[config.mk]
export PLATFORM = sky130hd
export DESIGN_NAME = status_update_sched_flat
export DESIGN_NICKNAME = d
export VERILOG_FILES = /design/src/rtl/status_pkg.sv /design/src/rtl/status_update_sched_if.sv /design/src/rtl/status_rr_pick.sv /design/src/rtl/status_update_sched.sv /design/src/flat_wrapper.sv
export SDC_FILE = /design/constraint.sdc
export NUM_CORES = 1
export LEC_CHECK = 0
export CORE_UTILIZATION = 60
export CTS_CLUSTER_DIAMETER = 150
export DETAILED_ROUTE_END_ITERATION = 10
export PLACE_DENSITY = 0.89
export SLEW_MARGIN = 20
export SYNTH_ARGS = -nofsm -noshare
export SYNTH_HDL_FRONTEND = slang
export SYNTH_SLANG_ARGS = --single-unit
[constraint.sdc]
create_clock -name clk -period 5.4 [get_ports clk]
set_clock_uncertainty 0.1 [all_clocks]
set_input_delay 1.08 -clock clk [delete_from_list [all_inputs] [get_ports clk]]
set_output_delay 1.08 -clock clk [all_outputs]
set_load 0.02 [all_outputs]
[src/rtl/status_pkg.sv]
// status_pkg: shared sizes, FSM states and helpers for the status update scheduler.
package status_pkg;
    localparam int N = 10;
    localparam int W = 4;
    localparam int IW = 4;
    localparam int MAXV = 9;
    localparam int INIT = 1;
    localparam int BEEP_CYC_DEF = 50000000;
    localparam logic [N:0] ONE_M = 1;

    typedef enum logic [1:0] {ST_IDLE, ST_UPDATE, ST_INIT} state_t;

    function automatic logic [N-1:0] active_mask(input logic [2:0] count);
        int c;
        logic [N:0] m;
        c = (count > 3'd5) ? 5 : int'(count);
        m = (ONE_M << (2 * c)) - ONE_M;
        return m[N-1:0];
    endfunction

    // Anything at or above MAXV wraps, so corrupted nibbles self-heal.
    function automatic logic [W-1:0] bump(input logic [W-1:0] v);
        return (v >= W'(MAXV)) ? '0 : v + 1'b1;
    endfunction
endpackage

[src/rtl/status_update_sched_if.sv]
// status_update_sched_if: control inputs and counter-file outputs of the scheduler.
interface status_update_sched_if;
    import status_pkg::*;
    logic           enable;
    logic [2:0]     count;
    logic           init;
    logic [N-1:0]   req;
    logic [N*W-1:0] status_out;
    logic           wr_en;
    logic [IW-1:0]  wr_index;
    logic [W-1:0]   wr_value;
    logic           beep;
    logic           busy;

    modport master (
        output enable, count, init, req,
        input  status_out, wr_en, wr_index, wr_value, beep, busy
    );
    modport slave (
        input  enable, count, init, req,
        output status_out, wr_en, wr_index, wr_value, beep, busy
    );
endinterface

[src/rtl/status_rr_pick.sv]
// status_rr_pick: combinational round-robin picker, first set bit at or after i_ptr, wrapping.
module status_rr_pick
    import status_pkg::*;
(
    input  logic [N-1:0]  i_req,
    input  logic [IW-1:0] i_ptr,
    output logic          o_valid,
    output logic [IW-1:0] o_sel
);
    logic [IW-1:0] w_j;

    // Scan farthest-first so the candidate nearest the pointer is assigned last.
    always_comb begin
        o_sel = '0;
        w_j = '0;
        for (int k = N - 1; k >= 0; k--) begin
            w_j = IW'((int'(i_ptr) + k) % N);
            if (i_req[w_j]) o_sel = w_j;
        end
        o_valid = |i_req;
    end
endmodule

[src/rtl/status_update_sched.sv]
// status_update_sched: captures button edges, grants one round-robin counter update at a time,
// runs the initialise-all sweep and times the wrap beep.
module status_update_sched
    import status_pkg::*;
#(
    parameter int BEEP_CYC = BEEP_CYC_DEF
) (
    input logic clk,
    input logic rst,
    status_update_sched_if.slave bus
);
    state_t         r_state, w_state_nx;
    logic [N*W-1:0] r_status;
    logic [N-1:0]   r_pending, r_req_q, w_mask, w_rise, w_clear;
    logic [IW-1:0]  r_rr_ptr, r_sel, w_sel_nx, r_idx, w_idx_nx, w_pick, w_widx;
    logic           w_valid, w_we, w_wrap;
    logic [W-1:0]   w_cur, w_wval;
    logic           r_wr_en;
    logic [IW-1:0]  r_wr_index;
    logic [W-1:0]   r_wr_value;
    logic [31:0]    r_beep_cnt;

    assign w_mask = active_mask(bus.count);
    assign w_rise = bus.req & ~r_req_q & w_mask;
    assign w_cur  = r_status[int'(r_sel)*W +: W];
    assign w_wrap = w_cur >= W'(MAXV);

    status_rr_pick u_pick (
        .i_req   (r_pending & w_mask),
        .i_ptr   (r_rr_ptr),
        .o_valid (w_valid),
        .o_sel   (w_pick)
    );

    always_ff @(posedge clk) begin
        if (rst) begin
            r_state <= ST_IDLE;
            r_sel   <= '0;
            r_idx   <= '0;
        end else begin
            r_state <= w_state_nx;
            r_sel   <= w_sel_nx;
            r_idx   <= w_idx_nx;
        end
    end

    always_comb begin
        w_state_nx = r_state;
        w_sel_nx   = r_sel;
        w_idx_nx   = r_idx;
        w_we       = 1'b0;
        w_widx     = r_sel;
        w_wval     = bump(w_cur);
        w_clear    = '0;
        case (r_state)
            ST_IDLE: begin
                if (bus.init) begin
                    w_state_nx = ST_INIT;
                    w_idx_nx   = '0;
                end else if (bus.enable && w_valid) begin
                    w_state_nx = ST_UPDATE;
                    w_sel_nx   = w_pick;
                end
            end
            ST_UPDATE: begin
                w_we           = 1'b1;
                w_clear[r_sel] = 1'b1;
                w_state_nx     = bus.init ? ST_INIT : ST_IDLE;
                w_idx_nx       = '0;
            end
            ST_INIT: begin
                w_we       = 1'b1;
                w_widx     = r_idx;
                w_wval     = W'(INIT);
                w_idx_nx   = bus.init ? '0 : r_idx + 1'b1;
                w_state_nx = (!bus.init && r_idx == IW'(N - 1)) ? ST_IDLE : ST_INIT;
            end
            default: w_state_nx = ST_IDLE;
        endcase
    end

    always_ff @(posedge clk) begin
        if (rst) begin
            r_status   <= {N{W'(INIT)}};
            r_pending  <= '0;
            r_req_q    <= '0;
            r_rr_ptr   <= '0;
            r_wr_en    <= 1'b0;
            r_wr_index <= '0;
            r_wr_value <= '0;
            r_beep_cnt <= '0;
        end else begin
            r_req_q    <= bus.req;
            r_pending  <= (bus.init || r_state == ST_INIT) ? '0 : (r_pending & ~w_clear) | w_rise;
            r_wr_en    <= w_we;
            if (w_we) begin
                r_status[int'(w_widx)*W +: W] <= w_wval;
                r_wr_index <= w_widx;
                r_wr_value <= w_wval;
            end
            if (r_state == ST_UPDATE) r_rr_ptr <= (r_sel == IW'(N - 1)) ? '0 : r_sel + 1'b1;
            else if (r_state == ST_INIT) r_rr_ptr <= '0;
            r_beep_cnt <= (r_state == ST_UPDATE && w_wrap) ? 32'(BEEP_CYC) :
                          (r_beep_cnt != 0) ? r_beep_cnt - 1'b1 : '0;
        end
    end

    assign bus.status_out = r_status;
    assign bus.wr_en      = r_wr_en;
    assign bus.wr_index   = r_wr_index;
    assign bus.wr_value   = r_wr_value;
    assign bus.beep       = r_beep_cnt != 0;
    assign bus.busy       = r_state != ST_IDLE;
endmodule

[src/flat_wrapper.sv]
// flat-port wrapper written by rule: the top's interface ports become plain ports
module status_update_sched_flat import status_pkg::*;
#(
    parameter int BEEP_CYC = BEEP_CYC_DEF
)
  (clk, rst, bus_enable, bus_count, bus_init, bus_req, bus_status_out, bus_wr_en, bus_wr_index, bus_wr_value, bus_beep, bus_busy);
  status_update_sched_if bus_i ();
  input logic clk;
  input logic rst;
  input wire logic [$bits(bus_i.enable)-1:0] bus_enable;
  input wire logic [$bits(bus_i.count)-1:0] bus_count;
  input wire logic [$bits(bus_i.init)-1:0] bus_init;
  input wire logic [$bits(bus_i.req)-1:0] bus_req;
  output wire logic [$bits(bus_i.status_out)-1:0] bus_status_out;
  output wire logic [$bits(bus_i.wr_en)-1:0] bus_wr_en;
  output wire logic [$bits(bus_i.wr_index)-1:0] bus_wr_index;
  output wire logic [$bits(bus_i.wr_value)-1:0] bus_wr_value;
  output wire logic [$bits(bus_i.beep)-1:0] bus_beep;
  output wire logic [$bits(bus_i.busy)-1:0] bus_busy;
  assign bus_i.enable = bus_enable;
  assign bus_i.count = bus_count;
  assign bus_i.init = bus_init;
  assign bus_i.req = bus_req;
  assign bus_status_out = bus_i.status_out;
  assign bus_wr_en = bus_i.wr_en;
  assign bus_wr_index = bus_i.wr_index;
  assign bus_wr_value = bus_i.wr_value;
  assign bus_beep = bus_i.beep;
  assign bus_busy = bus_i.busy;
  status_update_sched #(.BEEP_CYC(BEEP_CYC)) u_core (.clk(clk), .rst(rst), .bus(bus_i));
endmodule
Word-level counts from Yosys, hierarchy flattened
Cells that the tools add are included.

Add/subtract/negate cells: 15. Divide/modulo/power cells: 10. Reduce and logical (&&, ||, !) cells: 17. $lt $le $gt $ge: 14. Bitwise operators: 9. Shift operators: 4. $mul: 0. Mux-type cells: 52. Equality and inequality tests: 6.

Operators with widths (count): 32-bit by 5-bit remainder unit with 32-bit output (second input constant) (9); 4-bit two-way mux (18); 4-bit by 5-bit < comparator with 1-bit output (second input constant) (11); 26-bit two-way mux (2); 10-bit AND (4); 1-bit binary-select mux with 4-bit select (10); 40-bit bitwise mux (1); 4-bit by 33-bit variable shift with 40-bit output (first input constant) (1); 4-bit by 33-bit variable part select with 40-bit output (1); 40-bit by 7-bit variable part select with 4-bit output (1); 6-bit negation with 33-bit output (1); 5-bit by 5-bit remainder unit with 32-bit output (second input constant) (1); 32-bit nonzero test (1); 1-bit by 32-bit << shifter with 10-bit output (first input constant) (1); 32-bit by 1-bit subtractor with 32-bit output (second input constant) (1); 4-bit by 3-bit adder with 5-bit output (second input constant) (4); 10-bit NOT (2); 4-bit by 1-bit adder with 4-bit output (second input constant) (3); 1-bit two-way mux (12); 4-bit one-hot mux with 3 select lines (1); 4-bit by 2-bit adder with 5-bit output (second input constant) (2); 4-bit by 4-bit adder with 5-bit output (second input constant) (2); 10-bit two-way mux (1); 10-bit OR (1); other kinds (26) (36).

Memory bits (read-only): 0. RAM bits: 0. Output and inout bits: 51. Register bits after elaboration: 115. Memories kept: 0. Bits in latches: 0. Word-level logic and storage cells: 139. Input bits: 17.

Logic depth before layout (Yosys ltp)
Gate-level depths: netlist of the first run.

Depth in word-level cells: 17. Mapped depth: 19.

Cells and area by module
A second synthesis of the first run with hierarchy kept.

Cell total of the unflattened synthesis: 1145. Area total of the unflattened synthesis: 9320.2 µm².

By module, submodules not included: status_update_sched (cells each 617, area each 5509.0 µm², times used 1, seq. area each 2302.2 µm²); status_rr_pick (cells each 528, area each 3811.2 µm², times used 1, seq. area each 0.0 µm²).

Least setup slack after synthesis of the first run
OpenSTA, ideal clock, no wires.

Path type: register -> register. Start: reg u_core.r_rr_ptr[2]. End: reg u_core.r_sel[1]. Required time: 5197 ps. Path slack: 504 ps. Cell stages (with the launch flop): 17. Arrival: 4693 ps. Cell sequence: dfxtp_1 -> buf_6 -> inv_1 -> buf_1 -> ha_1 -> clkbuf_1 -> clkbuf_1 -> or2_2 -> ha_1 -> inv_1 -> a32o_1 -> mux2i_1 -> mux4_2 -> mux2_2 -> a211o_1 -> or4_4 -> a2111oi_2.

Cells in the longest elaborated chain, start to end: 14.

Ends and longest elaborated chain: from (decl) (line status_update_sched.sv:15) `logic [IW-1:0] r_rr_ptr, r_sel, w_sel_nx, r_idx, w_idx_nx, w_pick, w_widx;`; from (signal assigned) (line status_update_sched.sv:101) `if (r_state == ST_UPDATE) r_rr_ptr <= (r_sel == IW'(N - 1)) ? '0 : r_sel + 1'b1;`; 4-bit by 4-bit adder with 5-bit output (line status_rr_pick.sv:17) `w_j = IW'((int'(i_ptr) + k) % N);`; 32-bit by 5-bit remainder unit with 32-bit output (line status_rr_pick.sv:17); 1-bit binary-select mux with 4-bit select (line status_rr_pick.sv:18) `if (i_req[w_j]) o_sel = w_j;`; 1-bit two-way mux (not written as such) (line status_rr_pick.sv:18); 4-bit two-way mux (9 in a row) (line status_rr_pick.sv:18); 4-bit two-way mux (*) (line status_rr_pick.sv:18); to (signal assigned) (line status_update_sched.sv:42) `r_sel <= w_sel_nx;`; to (decl) (line status_update_sched.sv:15).

Mark *: on every way between the ends. The rest lies on a longest branch, timed or not. The select of a mux whose other input is x is not followed. A chain may end at the register's enable or synchronous reset.

Final worst setup path of the first run
Start: reg u_core.r_beep_cnt[9]. End: out bus_beep.

Cells in the longest elaborated chain, start to end: 1.

Ends and longest elaborated chain: from (decl) (line status_update_sched.sv:21) `logic [31:0] r_beep_cnt;`; from (signal assigned) (line status_update_sched.sv:103) `r_beep_cnt <= (r_state == ST_UPDATE && w_wrap) ? 32'(BEEP_CYC) :`; 32-bit nonzero test (line status_update_sched.sv:112) `assign bus.beep = r_beep_cnt != 0;`; to (decl) (line flat_wrapper.sv:18) `output wire logic [$bits(bus_i.beep)-1:0] bus_beep;`.

Every way passes these cells.

==> implementation parameters, run 1 <==
Parameter                              Value

Place
  Worst slack at placement    347 ps
  Gpl congestion    0.996
  Placement-stage cell area    9820 µm²
  IO Port Bufs    67
  Hpwl dp    18.2 mm

Power and ir drop
  Logic gate share of total power    27.4%
  Part of the power in registers    35.7%
  Worst vdd rail ir drop    497 µV
  Total power per unit cell area    290 nW/µm²
  Clock group share of total power    36.8%
  Design internal power    1980 µW
  Switching component of the power    1040 µW
  Switching share of power    34.4%
  Leakage    0.00394 µW

Setup path
  Class of the most critical setup path    reg -> out
  Largest stage delay, worst path    610 ps
  Endpoint arrival time on the critical path    3900 ps
  Highest fanout seen on the critical path    4
  Required time worst endpoint    4220 ps
  Endpoint class of the critical path    primary output
  Crit-path cells    or4_1 > nor4_1 > nand2_1 > nor2_1 > nand2_1 > or4_1 > nor3_1 > inv_1 > clkdlybuf4s50_1
  Max stage delay cell, worst path    sky130_fd_sc_hd__or4_1
  Sort of element at the start of the critical path    flip-flop

Timing
  Timing-limited maximum frequency    197 MHz
  Smallest setup slack after layout    321 ps
  Total count of max-transition violations in the final report    0
  RSZ-0062 raised after global routing    false
  # setup viols final    0
  Total Neg Setup Slack    0 ps
  Final critical-path share of the clock period    94.1%
  Number of hold-slack violations in the final timing report    0
  Remaining max-slew budget at the tightest pin    39.3%
  Min Clock Period, post-route    5080 ps
  Worst Tran Pin Value    911 ps

Routing
  DRT Wirelength    27.5 mm
  Residual DRC    0
  First-pass DRT Iterations    6
  Routed vias    9207
  DRC violation total after the first TritonRoute iteration    1037
  Post-DR vias/cell    6.76
  Average wire per cell in the routed design    20.2 µm
  Remaining antenna violation count after routing    0

Final layout
  Final #Nets    1229
  Antenna Diode Count    0
  Layout overhead on the synthesized area    15.7%
  Total non-filler cell area in the finished layout    10400 µm²
  Core Util, Final    71.3%
  Fraction of layout cells with a size suffix above 1    11.5%

Floorplanning
  FP Rows    44
  Die Span Y    124 µm
  Die footprint    15500 µm²
  Horiz. Die Dim    124 µm
  Floorplan Core Area    14600 µm²
  Number of placed I/O pins    68
  Effective utilization at floorplan    61.6%

Logic synthesis
  Mapped Area    8990 µm²
  Syn. warnings    0
  Net count of the mapped netlist    1168
  Share of the yosys chip area belonging to registers    25.6%
  Average cell area after synthesis    8.14 µm²
  Post-synth EDFFs    0
  Number of different library cells in the post-synthesis netlist    95
  FF+latch count, synth    115
  Ys async rst share    0%
  Top flip-flop cell by instance count after synthesis    sky130_fd_sc_hd__dfxtp_1
  Number of instances in the synthesized netlist    1104

Clock tree
  Clock root cell    sky130_fd_sc_hd__clkbuf_16
  CTS Buf Count    17
  Maximum buffer depth of the clock tree    2
  Clock latency on the worst-skew pair    420 ps
  Setup Fix Bufs, Post-CTS    0
  CTS tree    done
  H-tree depth    4
  Clock Sink Count    115
  Hold-fix buffers at CTS    0
  Number of resized instances in the post-cts repair step    0
  Clock edge transition at the registers on the reported setup and hold paths    60 ps

Outcome
  Outcome    finished clean

Global route
  Global-route wire length before repair    44.0 mm
  Vias in the first global route    8842
  Tot GR Track Use    34.4%
  Total global routing overflow    0
  Initial antenna violation count    0
  Pin count of the biggest net entering global routing    61

Worst hold path
  Hold Path Class    reg -> reg

Job
  Max_cap viols    0
[sequential cells by signal, indices dropped and copies added (netlist names)]
register / cells
u_core.r_idx: 4
u_core.bus.status_out: 40
u_core.bus.wr_index: 4
u_core.r_rr_ptr: 4
u_core.r_sel: 4
u_core.r_beep_cnt: 32
u_core.r_req_q: 10
u_core.r_pending: 10
u_core.bus.wr_value: 4
u_core.r_state: 2
u_core.bus.wr_en: 1
[critical path: cells and delay by family, from the launching register on]
kind          cells  cell delay (ps)
buf+inv           2              660
flops             1              340
simple gates      7             2480
[layer usage]
layer	vias up	routed length [µm]	GRT usage, %
met1	4346	10600	42.0
met3	120	2440	6.06
met2	572	13300	58.1
li1	4169	-	-
met5	-	0	0
met4	0	1160	17.1
[through the flow]
step / instances / hold WS, ps / total power, µW
after floorplan: 1104 / 320 / 1640
after global placement: 1330 / 335 / 1790
after detailed placement: 1330 / 348 / 1820
after CTS: 1362 / 367 / 2980
after global routing: 1362 / 397 / 3120
final: 1362 / 371 / 3020
[power by group through the flow]
stage | logic (µW) | clock network, µW | registers (µW)
floorplan | 569 | 0 | 1070
global placement | 717 | 0 | 1070
detailed placement | 747 | 0 | 1080
CTS | 808 | 1100 | 1070
global route | 893 | 1140 | 1090
finish | 828 | 1110 | 1080
[cell usage in the layout (no fill, tap or decap), types with 12 or more instances in the layout]
master,Yosys,final
sky130_fd_sc_hd__a31oi_1,13,13
sky130_fd_sc_hd__clkdlybuf4s50_1,0,66
sky130_fd_sc_hd__nor3_1,33,33
sky130_fd_sc_hd__a211oi_1,14,14
sky130_fd_sc_hd__nor2b_1,24,24
sky130_fd_sc_hd__a21oi_1,60,60
sky130_fd_sc_hd__ha_1,47,47
sky130_fd_sc_hd__mux2i_1,57,57
sky130_fd_sc_hd__nand3_1,18,18
sky130_fd_sc_hd__nand3b_1,16,16
sky130_fd_sc_hd__o211ai_1,12,12
sky130_fd_sc_hd__buf_4,3,23
sky130_fd_sc_hd__dfxtp_1,115,115
sky130_fd_sc_hd__or3_1,13,13
sky130_fd_sc_hd__clkbuf_16,0,17
sky130_fd_sc_hd__xnor2_1,38,38
sky130_fd_sc_hd__nor4_1,12,12
sky130_fd_sc_hd__o21ai_0,59,59
sky130_fd_sc_hd__nand2_1,81,81
sky130_fd_sc_hd__inv_1,30,30
sky130_fd_sc_hd__nand2b_1,29,29
sky130_fd_sc_hd__mux2_2,18,18
sky130_fd_sc_hd__nor2_1,137,137
[final cells by class]
type,instances,area (µm²)
clock buffers,17,425
clock inverters,15,159
fillers,998,4190
inverters,39,149
multi-input cells,902,6300
flip-flops and latches,115,2300
well taps,184,230
repair buffers,90,838
[final timing paths]
path                   startpoint                   end  cells past startpoint  slack [ps]
max          u_core.r_beep_cnt[9]              bus_beep                      9         320
min          u_core.r_beep_cnt[0]  u_core.r_beep_cnt[0]                      1         370
max reg2reg    u_core.r_rr_ptr[1]       u_core.r_sel[1]                     14         460
min reg2reg  u_core.r_beep_cnt[0]  u_core.r_beep_cnt[0]                      1         370
[synth_stat cells, types with 7 or more instances]
library cell | number | area share (%)
sky130_fd_sc_hd__nor2_1 | 137 | 5.7
sky130_fd_sc_hd__dfxtp_1 | 115 | 26
sky130_fd_sc_hd__nand2_1 | 81 | 3.4
sky130_fd_sc_hd__a21oi_1 | 60 | 3.3
sky130_fd_sc_hd__o21ai_0 | 59 | 3.3
sky130_fd_sc_hd__mux2i_1 | 57 | 6.3
sky130_fd_sc_hd__ha_1 | 47 | 6.5
sky130_fd_sc_hd__xnor2_1 | 38 | 3.7
sky130_fd_sc_hd__nor3_1 | 33 | 1.8
sky130_fd_sc_hd__inv_1 | 30 | 1.3
sky130_fd_sc_hd__clkbuf_1 | 29 | 1.2
sky130_fd_sc_hd__nand2b_1 | 29 | 2.0
sky130_fd_sc_hd__nor2b_1 | 24 | 1.7
sky130_fd_sc_hd__mux2_2 | 18 | 2.3
sky130_fd_sc_hd__nand3_1 | 18 | 1.0
sky130_fd_sc_hd__nand3b_1 | 16 | 1.3
sky130_fd_sc_hd__a211oi_1 | 14 | 1.2
sky130_fd_sc_hd__a31oi_1 | 13 | 0.90
sky130_fd_sc_hd__or3_1 | 13 | 0.90
sky130_fd_sc_hd__nor4_1 | 12 | 0.84
sky130_fd_sc_hd__o211ai_1 | 12 | 1.0
sky130_fd_sc_hd__or2_2 | 11 | 0.77
sky130_fd_sc_hd__and3_1 | 10 | 0.70
sky130_fd_sc_hd__mux4_2 | 10 | 2.5
sky130_fd_sc_hd__o31ai_1 | 10 | 0.84
sky130_fd_sc_hd__xor2_1 | 10 | 0.97
sky130_fd_sc_hd__a22oi_1 | 9 | 0.75
sky130_fd_sc_hd__and2_1 | 8 | 0.56
sky130_fd_sc_hd__o21a_1 | 8 | 0.67
sky130_fd_sc_hd__inv_2 | 7 | 0.29
sky130_fd_sc_hd__o22ai_1 | 7 | 0.49
sky130_fd_sc_hd__or4_1 | 7 | 0.58
[cell families (layout without fill, tap and decap cells)]
group | count (synthesis) | in the layout | synth area share [%]
adders and majority gates | 51 | 51 | 7.00
AOI/OAI and AO/OA | 286 | 286 | 22.1
DFF | 115 | 115 | 25.6
xor gates and xnor gates | 52 | 52 | 5.53
and+or+nand+nor | 423 | 423 | 23.5
muxes | 90 | 90 | 11.8
buffers and inverters | 87 | 161 | 4.34
Power figures use the tool's default switching activity.
==> inputs of run 2 (changes only) <==
- CORE_MARGIN: not set -> 1
==> results of run 2 <==
Final layout, timing and power as in run 1 (identical DEF).
